--- src/rtl/mux_source_arbiter_pkg.sv ---
// Shared encodings for the createFace pattern-source arbiter.
// State codes and mux select values live here so the display path agrees on them.
package face_pkg;

   typedef enum logic [1:0] {
      ST_IDLE = 2'b00,
      ST_G1   = 2'b01,
      ST_G2   = 2'b10
   } state_e;

   localparam logic SRC1 = 1'b0;
   localparam logic SRC2 = 1'b1;

endpackage

--- src/rtl/mux_source_arbiter_if.sv ---
// Request/grant bundle between the two pattern sources and the arbiter.
// The arbiter is the slave side; select feeds the 2-to-1 segment mux.
interface mux_source_arbiter_if;

   logic req1;
   logic req2;
   logic select;
   logic grant1;
   logic grant2;
   logic active;

   modport master (
      output req1, req2,
      input  select, grant1, grant2, active
   );

   modport slave (
      input  req1, req2,
      output select, grant1, grant2, active
   );

endinterface

--- src/rtl/mux_source_arbiter_dwell_timer.sv ---
// Saturating dwell counter; expired marks the last cycle of the minimum hold.
// clear has priority so a handover restarts the dwell from zero.
module dwell_timer #(
   parameter int HOLD_CYCLES = 25000000,
   parameter int CNT_W       = 25
) (
   input  logic clk,
   input  logic rst,
   input  logic clear,
   input  logic run,
   output logic expired
);

   localparam logic [CNT_W-1:0] LAST = CNT_W'(HOLD_CYCLES - 1);

   logic [CNT_W-1:0] cnt_q;
   logic [CNT_W-1:0] cnt_d;

   assign expired = (cnt_q == LAST);

   always_comb begin
      cnt_d = cnt_q;
      if (clear)
         cnt_d = '0;
      else if (run && !expired)
         cnt_d = cnt_q + 1'b1;
   end

   always_ff @(posedge clk) begin
      if (rst)
         cnt_q <= '0;
      else
         cnt_q <= cnt_d;
   end

endmodule

--- src/rtl/mux_source_arbiter.sv ---
// Round-robin owner of the createFace segment-mux select line.
// Grants and select are registered from the next state, so handover has no dead cycle.
module mux_source_arbiter
   import face_pkg::*;
#(
   parameter int HOLD_CYCLES = 25000000,
   parameter int CNT_W       = 25
) (
   input  logic                       clk,
   input  logic                       rst,
   mux_source_arbiter_if.slave        bus
);

   state_e state_q;
   state_e state_d;
   logic   last_q;
   logic   select_q;
   logic   grant1_q;
   logic   grant2_q;
   logic   active_q;
   logic   expired;
   logic   enter;

   assign enter = (state_d != state_q) && (state_d != ST_IDLE);

   dwell_timer #(
      .HOLD_CYCLES (HOLD_CYCLES),
      .CNT_W       (CNT_W)
   ) u_dwell (
      .clk     (clk),
      .rst     (rst),
      .clear   (enter),
      .run     (state_q != ST_IDLE),
      .expired (expired)
   );

   always_comb begin
      state_d = state_q;
      unique case (state_q)
         ST_IDLE: begin
            if (bus.req1 && bus.req2)
               state_d = (last_q == SRC2) ? ST_G1 : ST_G2;
            else if (bus.req1)
               state_d = ST_G1;
            else if (bus.req2)
               state_d = ST_G2;
         end
         ST_G1: begin
            if (!bus.req1)
               state_d = bus.req2 ? ST_G2 : ST_IDLE;
            else if (bus.req2 && expired)
               state_d = ST_G2;
         end
         ST_G2: begin
            if (!bus.req2)
               state_d = bus.req1 ? ST_G1 : ST_IDLE;
            else if (bus.req1 && expired)
               state_d = ST_G1;
         end
         default: state_d = ST_IDLE;
      endcase
   end

   // select only moves on entry to an owned state; IDLE keeps the mux steady
   always_ff @(posedge clk) begin
      if (rst) begin
         state_q  <= ST_IDLE;
         last_q   <= SRC2;
         select_q <= SRC1;
         grant1_q <= 1'b0;
         grant2_q <= 1'b0;
         active_q <= 1'b0;
      end else begin
         state_q  <= state_d;
         grant1_q <= (state_d == ST_G1);
         grant2_q <= (state_d == ST_G2);
         active_q <= (state_d != ST_IDLE);
         if (enter) begin
            last_q   <= (state_d == ST_G2) ? SRC2 : SRC1;
            select_q <= (state_d == ST_G2) ? SRC2 : SRC1;
         end
      end
   end

   assign bus.select = select_q;
   assign bus.grant1 = grant1_q;
   assign bus.grant2 = grant2_q;
   assign bus.active = active_q;

endmodule

--- src/flat_wrapper.sv ---
// flat-port wrapper written by rule: the top's interface ports become plain ports
module mux_source_arbiter_flat import face_pkg::*;
#(
   parameter int HOLD_CYCLES = 25000000,
   parameter int CNT_W       = 25
)
  (clk, rst, bus_req1, bus_req2, bus_select, bus_grant1, bus_grant2, bus_active);
  mux_source_arbiter_if bus_i ();
  input  logic clk;
  input  logic rst;
  input wire logic [$bits(bus_i.req1)-1:0] bus_req1;
  input wire logic [$bits(bus_i.req2)-1:0] bus_req2;
  output wire logic [$bits(bus_i.select)-1:0] bus_select;
  output wire logic [$bits(bus_i.grant1)-1:0] bus_grant1;
  output wire logic [$bits(bus_i.grant2)-1:0] bus_grant2;
  output wire logic [$bits(bus_i.active)-1:0] bus_active;
  assign bus_i.req1 = bus_req1;
  assign bus_i.req2 = bus_req2;
  assign bus_select = bus_i.select;
  assign bus_grant1 = bus_i.grant1;
  assign bus_grant2 = bus_i.grant2;
  assign bus_active = bus_i.active;
  mux_source_arbiter #(.HOLD_CYCLES(HOLD_CYCLES), .CNT_W(CNT_W)) u_core (.clk(clk), .rst(rst), .bus(bus_i));
endmodule
--- config.mk ---
export PLATFORM = sky130hd
export DESIGN_NAME = mux_source_arbiter_flat
export DESIGN_NICKNAME = d
export VERILOG_FILES = /design/src/rtl/mux_source_arbiter_pkg.sv /design/src/rtl/mux_source_arbiter_if.sv /design/src/rtl/mux_source_arbiter_dwell_timer.sv /design/src/rtl/mux_source_arbiter.sv /design/src/flat_wrapper.sv
export SDC_FILE = /design/constraint.sdc
export NUM_CORES = 1
export LEC_CHECK = 0
export CORE_MARGIN = 3
export CORE_UTILIZATION = 26
export DETAILED_ROUTE_END_ITERATION = 16
export PLACE_DENSITY = 0.4
export SETUP_SLACK_MARGIN = 0.02
export SYNTH_ARGS = -nofsm -noshare
export SYNTH_HDL_FRONTEND = slang
export SYNTH_SLANG_ARGS = --single-unit
--- constraint.sdc ---
create_clock -name clk -period 2.15 [get_ports clk]
set_clock_uncertainty 0.1 [all_clocks]
set_input_delay 0.215 -clock clk [delete_from_list [all_inputs] [get_ports clk]]
set_output_delay 0.215 -clock clk [all_outputs]
set_load 0.05 [all_outputs]
==> impl_metrics.toml <==
[synth]
ys_ff_latch = 32
async_flop_share_pct = 0
synth_cell_types = 51
syn_area_mm2 = 0.001874
synth_cells = 189
synth.net_count = 194
yosysTopAreaCellShare_pct = 34.18
synth_common_cells = "32 x dfxtp_1, 17 x nor2_4, 15 x nand2_1"
ys_seq_area_share_pct = 34.18
yosysMostFrequentCell = "dfxtp_1"
yosys_most_used_dff = "dfxtp_1"
yosys_warnings = 0
synth_edf_count = 0
synth_area_leaders = "dfxtp_1 34%, nor2_4 10%, xor2_1 6.5%, nand2_1 3.0%, nand3_1 2.9%"
syn_area_per_cell_um2 = 9.917
yosysTopAreaCell = "dfxtp_1"

[power]
total_power_mw = 1.285
seqPwrFrac_pct = 47.8
p_sw_share_pct = 25.51
p_leak_nw = 0.8090
power.internal_mw = 0.9573
irDropWorstVdd_mv = 0.2322
combPwrFrac_pct = 12.6
pwr-share-clk_pct = 39.6
power_switching_mw = 0.3279
pwr_density_cell_mw_per_mm2 = 528.9

[flow_run]
max_cap_violations = 0

[grt]
met2_usage_pct = 17.42
grt_max_degree = 17
use_met3_pct = 2.583
grt_pass1_vias = 1522
grt_busiest_layer = "met2"
grt_antenna_before_repair = 0
overflow = 0
grt_pass1_wl_mm = 7.748
met1_usage_pct = 16.63
grtUsageTotal_pct = 11.69

[timing]
hold_viol_final = 0
holdWs_ps = 423.9
final_max_slew_viol_count = 0
period_needed_ps = 2016
rsz0062_at_grt = "false"
tns_ps = 0
worst_slack_ps = 133.6
fmax_mhz = 495.9
setup_viol = 0
worst_pin_slew_ps = 493.4
min_period_over_period_pct = 93.79
max-slew-margin-rel_pct = 67.00

[clock_network]
cts-root-buf = "clkbuf_8"
clock_sinks = 32
cts_made_buffers = 5
clkTransAtPathRegs_ps = 70
cts_buffer_depth = 2
cts_tree = "done"
h-tree-depth = 2
worst_skew_pair.late_latency_ps = 280
postCtsSetupBuffers = 0

[cells_and_area]
fin_area_mm2 = 0.002430
fin_nets = 238
drive_gt1_share_pct = 35.62
area_growth_pct = 29.64
ff_latch_area_um2 = 640.6
fin_cells = 329
nFillCells = 740
fin_util_pct = 35.18
multiInputGateArea_mm2 = 0.001187
n_antenna_cell = 0

[setup_path]
crit_fanout = 3
setup.worst_path.end_class = "flop"
cp_slowest_cell = "or4_1"
startpoint_type = "flop"
crit_type = "reg2reg"
cpPeakStageDelay_ps = 530
crit_required_ps = 2220
arrival_ps = 2090
crit_chain = "buf_4 > or4_1 > nor4_4 > a21oi_1 > xnor2_1 > nor2_4"

[floorplanning]
initial_core_util_pct = 27.14
die_x_um = 90.91
io_pins = 8
fp.dieArea_mm2 = 0.008264
rows = 30
die_h_um = 90.91
core_mm2 = 0.006907

[route]
wl_per_cell_um = 13.26
avgViaCountPerCell = 4.666
dr.first_iter.drc_count = 35
first_pass_iters = 4
postRouteWirelength_mm = 4.363
drc = 0
ant_nets = 0
vias = 1535

[place]
io_buffers = 7
hpwl_mm = 3.298
dp_slack_ps = -209.1
routabilityCongestion = 0.7014
placed_area_mm2 = 0.002271
dp.cells = 322

[run_status]
status = "complete, no violations"

[min_path]
hp-class = "reg2reg"
-- cells in the final DEF (no fill, tap or decap), types with 4 or more instances in the layout --
cell and n:
o21ai_0 4, nor2_1 6, a21oi_1 6, dfxtp_1 32, and4_1 5, and3_1 5, nand3_1 11, nor2_4 17
buf_4 37, clkbuf_8 7, a31oi_1 5, nand4_1 6, clkdlybuf4s50_1 7, xor2_1 14, nand2_1 15
-- registers in the layout, summed over array words and instances, names as in the netlist --
signal	flops
u_core.state_q	2
u_core.last_q	1
u_core.bus.grant1	1
u_core.bus.grant2	1
u_core.bus.active	1
u_core.bus.select	1
u_core.u_dwell.cnt_q	25
-- layout make-up --
class                           count  share of cell area (%)
Multi-Input combinational cell    146                   48.87
Sequential cell                    32                   26.36
Timing Repair Buffer               46                   15.55
Tap cell                           96                   4.943
Clock buffer                        7                   3.965
Inverter                            2                  0.3090
-- routing by layer --
metal	wire length (um)	up-vias
met1	2257	723
met5	0	-
met2	1922	19
met4	59	0
li1	-	787
met3	123	6
-- critical path, delay by kind of cell (launching register included) --
kind                   cells  cell delay, ps
AO/OA/AOI/OAI              1             150
XOR/XNOR                   1             280
buffers and inverters      1             140
flip-flops                 1             330
AND/OR/NAND/NOR            3             890
-- cells by family after synthesis --
group | count (synthesis) | share of synthesized area (%)
compound gates | 31 | 12.82
mux | 2 | 1.068
fa+ha+maj | 1 | 0.6675
flops | 32 | 34.18
xor+xnor | 16 | 7.477
buf+inv | 11 | 5.074
simple gates | 96 | 38.72
-- path summary, 6_finish.rpt --
kind,cells past startpoint,from,endpoint,slack [ps]
worst max-delay path,6,u_core.u_dwell.cnt_q[8]$_SDFFE_PP0P_,u_core.u_dwell.cnt_q[0]$_SDFFE_PP0P_,130
worst min register to register,2,u_core.last_q$_SDFFE_PP1P_,u_core.last_q$_SDFFE_PP1P_,420
worst max register to register,6,u_core.u_dwell.cnt_q[8]$_SDFFE_PP0P_,u_core.u_dwell.cnt_q[0]$_SDFFE_PP0P_,130
worst min-delay path,2,u_core.last_q$_SDFFE_PP1P_,u_core.last_q$_SDFFE_PP1P_,420
-- what timing repair did --
item,CTS,global route
endpoints found under the setup margin,21,22
gates resized for setup,6,5
pin swaps,0,3
gates cloned,0,0
hold buffers,0,0
-- power by group through the flow --
stage                     registers [mW]  logic [mW]  clock network (mW)
after floorplan                    0.647      0.0940                   0
after global placement             0.628       0.154                   0
after detailed placement           0.628       0.152                   0
after CTS                          0.614       0.160               0.528
after global routing               0.616       0.175               0.554
final                              0.614       0.162               0.508
No activity file was read; power rests on OpenSTA's default activity.
